File: config.mk
export PLATFORM = sky130hd
export DESIGN_NAME = instr_fetch_unit
export DESIGN_NICKNAME = d
export VERILOG_FILES = /design/src/rtl/mips_pkg.sv /design/src/rtl/fetch_fifo.sv /design/src/rtl/instr_fetch_unit.sv
export SDC_FILE = /design/constraint.sdc
export NUM_CORES = 1
export LEC_CHECK = 0
export ABC_CLOCK_PERIOD_IN_PS = 10900
export CAP_MARGIN = 20
export CORE_MARGIN = 10
export CORE_UTILIZATION = 40
export DETAILED_ROUTE_END_ITERATION = 8
export PLACE_DENSITY_LB_ADDON = 0.15
export SLEW_MARGIN = 10
export SYNTH_ARGS = -nofsm -noshare
export SYNTH_HDL_FRONTEND = slang
export SYNTH_SLANG_ARGS = --single-unit
File: constraint.sdc
create_clock -name clk -period 10.9 [get_ports clk]
set_input_delay 2.18 -clock clk [delete_from_list [all_inputs] [get_ports clk]]
set_output_delay 2.18 -clock clk [all_outputs]
set_load 0.01 [all_outputs]
File: src/rtl/mips_pkg.sv
// rtl/mips_pkg.sv - shared MIPS opcode/funct constants and fetch FSM state type
package mips_pkg;

  localparam logic [31:0] RESET_PC_DEFAULT = 32'h0000_0000;

  localparam logic [5:0] OP_RTYPE = 6'h00;
  localparam logic [5:0] OP_J     = 6'h02;
  localparam logic [5:0] OP_BEQ   = 6'h04;
  localparam logic [5:0] OP_ADDI  = 6'h08;
  localparam logic [5:0] OP_LW    = 6'h23;
  localparam logic [5:0] OP_SW    = 6'h2B;

  localparam logic [5:0] FN_ADD = 6'h20;
  localparam logic [5:0] FN_SUB = 6'h22;
  localparam logic [5:0] FN_AND = 6'h24;
  localparam logic [5:0] FN_OR  = 6'h25;
  localparam logic [5:0] FN_SLT = 6'h2A;

  typedef enum logic [1:0] {
    FS_IDLE,
    FS_WAIT,
    FS_DRAIN
  } fetch_state_e;

endpackage

File: src/rtl/fetch_fifo.sv
// rtl/fetch_fifo.sv - 2-entry {pc, instr} buffer with push/pop/flush and occupancy
module fetch_fifo #(
  parameter int           W           = 64,
  parameter logic [W-1:0] RESET_ENTRY = '0
) (
  input  logic         clk,
  input  logic         rst,
  input  logic         push,
  input  logic [W-1:0] push_data,
  input  logic         pop,
  input  logic         flush,
  output logic [W-1:0] head_data,
  output logic         full,
  output logic         empty,
  output logic [1:0]   count
);

  logic [W-1:0] mem_q [2];
  logic         wr_ptr_q, rd_ptr_q;
  logic [1:0]   count_q, count_d;
  logic         push_ok, pop_ok;

  assign push_ok = push && (count_q != 2'd2);
  assign pop_ok  = pop && (count_q != 2'd0);

  always_comb begin
    count_d = count_q;
    if (flush) count_d = 2'd0;
    else       count_d = count_q + {1'b0, push_ok} - {1'b0, pop_ok};
  end

  // Flush keeps the storage; only pointers and occupancy are cleared.
  always_ff @(posedge clk) begin
    if (rst) begin
      mem_q[0] <= RESET_ENTRY;
      mem_q[1] <= RESET_ENTRY;
      wr_ptr_q <= 1'b0;
      rd_ptr_q <= 1'b0;
      count_q  <= 2'd0;
    end else if (flush) begin
      wr_ptr_q <= 1'b0;
      rd_ptr_q <= 1'b0;
      count_q  <= count_d;
    end else begin
      if (push_ok) begin
        mem_q[wr_ptr_q] <= push_data;
        wr_ptr_q        <= ~wr_ptr_q;
      end
      if (pop_ok) rd_ptr_q <= ~rd_ptr_q;
      count_q <= count_d;
    end
  end

  assign head_data = mem_q[rd_ptr_q];
  assign full      = (count_q == 2'd2);
  assign empty     = (count_q == 2'd0);
  assign count     = count_q;

endmodule

File: src/rtl/instr_fetch_unit.sv
// rtl/instr_fetch_unit.sv - PC, single-outstanding imem fetch, redirect; FETCH_PERF_CNT_EN adds counters
module instr_fetch_unit
  import mips_pkg::*;
#(
  parameter int                    ADDR_WIDTH = 32,
  parameter logic [ADDR_WIDTH-1:0] RESET_PC   = ADDR_WIDTH'(RESET_PC_DEFAULT)
) (
  input  logic                  clk,
  input  logic                  rst,
  output logic                  imem_req,
  output logic [ADDR_WIDTH-1:0] imem_addr,
  input  logic                  imem_rvalid,
  input  logic [31:0]           imem_rdata,
  output logic                  instr_valid,
  output logic [31:0]           instr,
  output logic [5:0]            opcode,
  output logic [5:0]            funct,
  output logic [ADDR_WIDTH-1:0] pc_plus4,
  input  logic                  instr_ready,
  input  logic                  jump,
  input  logic                  branch_taken
`ifdef FETCH_PERF_CNT_EN
  ,
  output logic [31:0]           fetch_cnt,
  output logic [31:0]           flush_cnt
`endif
);

  localparam int EW = ADDR_WIDTH + 32;

  fetch_state_e          state_q, state_d;
  logic [ADDR_WIDTH-1:0] fetch_pc_q, fetch_pc_d;
  logic [ADDR_WIDTH-1:0] req_addr_q;
  logic [ADDR_WIDTH-1:0] head_pc, target, br_off;
  logic [31:0]           head_instr;
  logic [EW-1:0]         head_data;
  logic                  fifo_full, fifo_empty, push, pop, redirect;
  logic [1:0]            fifo_count;

  fetch_fifo #(
    .W          (EW),
    .RESET_ENTRY({RESET_PC, 32'h0})
  ) u_fifo (
    .clk      (clk),
    .rst      (rst),
    .push     (push),
    .push_data({req_addr_q, imem_rdata}),
    .pop      (pop),
    .flush    (redirect),
    .head_data(head_data),
    .full     (fifo_full),
    .empty    (fifo_empty),
    .count    (fifo_count)
  );

  assign head_pc     = head_data[EW-1:32];
  assign head_instr  = head_data[31:0];
  assign instr_valid = !fifo_empty;
  assign instr       = instr_valid ? head_instr : 32'h0;
  assign opcode      = instr[31:26];
  assign funct       = instr[5:0];
  assign pc_plus4    = head_pc + ADDR_WIDTH'(4);
  assign imem_addr   = fetch_pc_q;

  assign pop      = instr_valid && instr_ready;
  assign redirect = pop && (jump || branch_taken);
  assign br_off   = {{(ADDR_WIDTH-18){head_instr[15]}}, head_instr[15:0], 2'b00};
  assign target   = jump ? {pc_plus4[ADDR_WIDTH-1:28], head_instr[25:0], 2'b00}
                         : pc_plus4 + br_off;

  // The pending response already owns a slot, so IDLE only needs the FIFO count.
  always_comb begin
    state_d  = state_q;
    imem_req = 1'b0;
    push     = 1'b0;
    case (state_q)
      FS_IDLE: begin
        if (!rst && !redirect && fifo_count < 2'd2) begin
          imem_req = 1'b1;
          state_d  = FS_WAIT;
        end
      end
      FS_WAIT: begin
        if (imem_rvalid) begin
          push    = !redirect && !fifo_full;
          state_d = FS_IDLE;
        end else if (redirect) begin
          state_d = FS_DRAIN;
        end
      end
      FS_DRAIN: begin
        if (imem_rvalid) state_d = FS_IDLE;
      end
      default: state_d = FS_IDLE;
    endcase
  end

  always_comb begin
    fetch_pc_d = fetch_pc_q;
    if (redirect)      fetch_pc_d = target;
    else if (imem_req) fetch_pc_d = fetch_pc_q + ADDR_WIDTH'(4);
  end

  always_ff @(posedge clk) begin
    if (rst) begin
      state_q    <= FS_IDLE;
      fetch_pc_q <= RESET_PC;
      req_addr_q <= RESET_PC;
    end else begin
      state_q    <= state_d;
      fetch_pc_q <= fetch_pc_d;
      if (imem_req) req_addr_q <= fetch_pc_q;
    end
  end

`ifdef FETCH_PERF_CNT_EN
  logic [31:0] fetch_cnt_q, flush_cnt_q;

  always_ff @(posedge clk) begin
    if (rst) begin
      fetch_cnt_q <= 32'h0;
      flush_cnt_q <= 32'h0;
    end else begin
      if (imem_req) fetch_cnt_q <= fetch_cnt_q + 32'd1;
      if (redirect) flush_cnt_q <= flush_cnt_q + 32'd1;
    end
  end

  assign fetch_cnt = fetch_cnt_q;
  assign flush_cnt = flush_cnt_q;
`endif

endmodule

After elaboration in Yosys (flattened, before gate mapping) --
Memory sizes are Yosys's and may differ from the RTL's. A register that Yosys moved wholly into a read port is not among the register bits. Index checks and enable logic that the tools add are counted. W data, S select, Z words.
Word-level totals: register bits 70, bits in writable memories 128, bits of input ports 38, logic and storage cells 65, memories kept 1
Memories:
- u_fifo.mem_q | words 2, width 64, read ports 1, clocked after memory_dff 1, wr ports 2, line fetch_fifo.sv:18 | logic [W-1:0] mem_q [2];
Operators by class: add/subtract/negate cells 5, $lt $le $gt $ge 1, equal/unequal tests 7, multiplexer cells 24, bitwise operators 2, reduce and logical (&&, ||, !) cells 19
Operators with widths (number):
- $mux W32 | 4
- $add A32 B3 Y32 const B | 2
- $mux W64 | 1
- $reduce_or A64 Y1 | 1
- $add A32 B32 Y32 | 1
- $mux W1 | 14
- $mux W2 | 4
- $logic_and A1 B1 Y1 | 7
- $ne A2 B2 Y1 const B | 3
- $pmux W2 S3 | 1
- $eq A2 B2 Y1 const B | 2
- $logic_not A1 Y1 | 4
- $logic_not A2 Y1 | 2
- $reduce_bool A2 Y1 | 2
- $ne A3 B3 Y1 const B | 1
- $reduce_and A3 Y1 | 1
- $add A2 B1 Y2 | 1
- $eq A2 B1 Y1 const B | 1
- $lt A2 B2 Y1 const B | 1
- $not A1 Y1 | 2
- $reduce_or A2 Y1 | 1
- $sub A2 B1 Y2 | 1
- $logic_or A1 B1 Y1 | 1

Depth between registers and ports, before layout --
depth after elaboration 15, depth in mapped cells 30, mapped depth without buffers 20

Cells and area by module --
A second synthesis with hierarchy kept.
Second synthesis, totals: cell total of the unflattened synthesis 1114, area, all modules 11260.8 um2
Modules (own cells, without submodules):
- fetch_fifo | instances 1, cells each 370, area each 5766.8 um2, seq. area each 3943.8 um2
- instr_fetch_unit | instances 1, cells each 744, area each 5494.0 um2, seq. area each 1321.3 um2

Worst setup path before layout --
Ideal clock, no wire load.
path kind flip-flop to flip-flop, from register with a tool-made name, to register fetch_pc_q[30] (netlist: imem_addr[30]), library setup time 0.127 ns, arrival time 6.954 ns, slack 3.819 ns, cell stages (with the launch flop) 27, period minus slack after synthesis 7.081 ns, path through dfxtp_1 > buf_6 > buf_6 > buf_2 > buf_4 > buf_2 > clkbuf_1 > clkbuf_1 > buf_1 > buf_1 > mux2i_1 > inv_1 > ha_1 > xnor2_1 > ha_1 > a211oi_1 > o21ai_0 > a31oi_1 > o22ai_1 > a211oi_1 > o41ai_1 > maj3_1 > a21oi_1 > o21ai_1 > o41ai_1 > and4b_1 > nor3_1
RTL lines:
- end signal: assignment | line instr_fetch_unit.sv:111 | fetch_pc_q <= fetch_pc_d;
- end: declaration | line instr_fetch_unit.sv:32 | logic [ADDR_WIDTH-1:0] fetch_pc_q, fetch_pc_d;

Worst setup path in the final report --
from input port jump, to output port imem_req
On the way: longest elaborated chain between the ends 7
Ends and longest elaborated chain:
- start: declaration | line instr_fetch_unit.sv:20 | input logic jump,
- $logic_or A1 B1 Y1 | line instr_fetch_unit.sv:66 | assign redirect = pop && (jump || branch_taken);
- $logic_and A1 B1 Y1 | line instr_fetch_unit.sv:66
- $logic_not A1 Y1 | line instr_fetch_unit.sv:78 | if (!rst && !redirect && fifo_count < 2'd2) begin
- $logic_and A1 B1 Y1 (2 in a row) | line instr_fetch_unit.sv:78
- $mux W1 | line instr_fetch_unit.sv:78
- $mux W1 | line instr_fetch_unit.sv:76 | case (state_q)
- end: declaration | line instr_fetch_unit.sv:10 | output logic imem_req,
Every way passes these cells.

==> results_dict.tcl <==
set metrics [dict create \
    drtPass1Iterations 5 \
    grt_max_degree 71 \
    h-tree-depth 4 \
    gr-total-overflow 0 \
    power_density_nw_per_um2 215 \
    critPathCaptureType "output pin" \
    synth_top_family_by_area "simple AND/OR/NAND/NOR gates" \
    final_cells 1738 \
    synth_common_cells "and2_1 (141), edfxtp_1 (128), nand2_1 (123)" \
    synth.distinct_cells 87 \
    worstPathRequired_ns 8.72 \
    slew_headroom 0.326 \
    drc 0 \
    drt-initial-drc-count 782 \
    finalInstanceArea_sq_um 14100 \
    start_util 0.409 \
    slowest_delay_ns 0.71 \
    synthFlopType "edfxtp_1" \
    routabilityCongestion 0.864 \
    cp.arrival_ns 5.50 \
    placed_cell_area_sq_um 13500 \
    final_antenna_net_count 0 \
    cts_setup_buffers 0 \
    std_cell_rows 62 \
    rsz0062_at_grt "false" \
    clock_skew_ns 0.0155 \
    yosys.area_share.xor_xnor 0.0646 \
    n_antenna_cell 0 \
    p_leak_uw 0.00513 \
    grt_pass1_wl_um 54200 \
    syn_avg_cell_area_sq_um 9.55 \
    io_buffers 147 \
    synth_edf_count 128 \
    vias 9394 \
    reg2reg_slack_ns 4.78 \
    die_y_um 192 \
    path_max_fanout 44 \
    setup_viol 0 \
    vdd_drop_max_v 0.000112 \
    synth-simple-area-share 0.223 \
    hpwl_um 24700 \
    die_area_sq_um 36800 \
    postCtsHoldBufs 0 \
    ys_seq_area_frac 0.445 \
    cts_buffers 17 \
    worst_pin_slew_ns 1.01 \
    crit_family "buffers and inverters" \
    cts_tree "built" \
    async_reset_ff_frac 0 \
    synth_fp_nets 1307 \
    ys_warn_count 0 \
    status "complete, no violations" \
    clkSinkCount 199 \
    synth.area.top_cells "edfxtp_1 (33%), dfxtp_1 (12%), and2_1 (7.5%)" \
    grt_usage 0.189 \
    muxShareOfSynthArea 0.0559 \
    maxClockFrequency_mhz 130 \
    drv_cap 0 \
    fin_crit_ns 7.68 \
    ys_seq_elements 199 \
    synth_compound_area_frac 0.136 \
    hold_viol_final 0 \
    synthAdderAreaFrac 0.0343 \
    wl_um 34700 \
    nNetsFinal 1410 \
    path_class "in -> out" \
    hold_class "reg -> reg" \
    syn_to_final_growth_pct 19.5 \
    fin_hold_ws_ns 0.463 \
    grt_pass1_vias 9270 \
    viasPerCell 5.41 \
    path_cells "clkdlybuf4s50_1 -> buf_4 -> o21ai_2 -> buf_4 -> nand2b_1 -> or4_1 -> inv_2 -> clkdlybuf4s50_1" \
    antenna_found_initial 0 \
    netlist_area_sq_um 11800 \
    drive_gt1_frac 0.0657 \
    syn_inst 1238 \
    die_w_um 192 \
    startpoint_type "primary input" \
    io_pins 148 \
    routedWlPerCell_um 19.9 \
    synth_area_leader_cell "edfxtp_1" \
    synth_top_area_share 0.325 \
    cts-root-buf "clkbuf_16" \
    cts_resized 0 \
    setup_tns_ns 0 \
    clk_latency_ns 0.45 \
    core_sq_um 28900 \
    critical_path_buf_inv_count 5 \
    place_inst 1706 \
    worst_path_max_delay_cell "clkdlybuf4s50_1" \
    synth_most_common_cell "and2_1" \
    drv_slew 0 \
    clk_pin_slew_ns 0.07 \
    finalCritPeriodShare 0.705 \
    cts_buffer_depth 2 \
]
[final timing paths]
| check | start | endpoint | cells past startpoint |
|---|---|---|---|
| setup reg to reg | flip-flop | imem_addr[25]$_SDFFE_PP0P_ | 16 |
| hold reg to reg | req_addr_q[27]$_SDFFE_PP0P_ | req_addr_q[27]$_SDFFE_PP0P_ | 2 |
| hold / removal | req_addr_q[27]$_SDFFE_PP0P_ | req_addr_q[27]$_SDFFE_PP0P_ | 2 |
| setup / recovery | jump | imem_req | 8 |
[registers in the layout, summed over array words and instances, names as in the netlist, named ones only]
name / cells
u_fifo.rd_ptr_q: 1
u_fifo.wr_ptr_q: 1
imem_addr: 32
u_fifo.mem_q: 128
state_q: 2
req_addr_q: 32
u_fifo.count: 2
[logic make-up (layout without fill, tap and decap cells)]
| kind of cell | count (synthesis) | in the layout |
|---|---|---|
| xor gates and xnor gates | 85 | 85 |
| AOI/OAI and AO/OA | 246 | 246 |
| adders and majority gates | 32 | 32 |
| muxes | 63 | 63 |
| DFF | 199 | 199 |
| buffers and inverters | 108 | 224 |
| and+or+nand+nor | 505 | 505 |
[power breakdown]
group / total, uW / switching (uW) / internal (uW)
Clock: 646 / 316 / 330
Sequential: 1010 / 101 / 906
Combinational: 1390 / 811 / 578
Total: 3040 / 1230 / 1810
[placed cells by master (no fill, tap or decap), drive strengths merged, types with 43 or more instances in the layout]
master / instances
inv: 43
and2: 141
nor2: 110
dfxtp: 71
mux2i: 49
nand2: 123
a21oi: 85
xnor2: 43
edfxtp: 128
clkdlybuf4s50: 146
[worst reg2reg max path: cells and delay by family, from the launching register on]
kind | cells | cell delay (ns)
AO/OA/AOI/OAI | 6 | 2.66
XOR/XNOR | 1 | 0.17
adder cells (fa/ha/maj) | 1 | 0.32
buffers and inverters | 2 | 1.17
flip-flops | 1 | 0.60
multiplexers | 1 | 0.32
AND/OR/NAND/NOR | 5 | 0.82
[layout make-up]
cell class | instances | area [sq um]
fillers | 2680 | 14800
multi-input cells | 931 | 6090
flip-flops and latches | 199 | 5270
repair buffers | 160 | 1560
well taps | 384 | 480
clock buffers | 17 | 425
clock inverters | 15 | 170
inverters | 32 | 123
[stage by stage]
stage,util,power [uW],setup slack [ns]
6_report,0.488,3040,3.22
5_1_grt,0.488,3240,2.97
4_1_cts,0.488,3060,3.20
3_5_place_dp,0.468,2410,3.22
3_3_place_gp,0.468,2410,3.26
2_1_floorplan,-,1870,3.82
[metal layers]
layer | global-route usage | up-vias | routed length, um
met2 | 0.302 | 270 | 15900
met1 | 0.255 | 4458 | 16300
li1 | - | 4641 | -
met5 | 0 | - | 0
met4 | 0.0439 | 0 | 391
met3 | 0.0417 | 25 | 2050
Note: power is estimated with default switching activity, not from simulation.
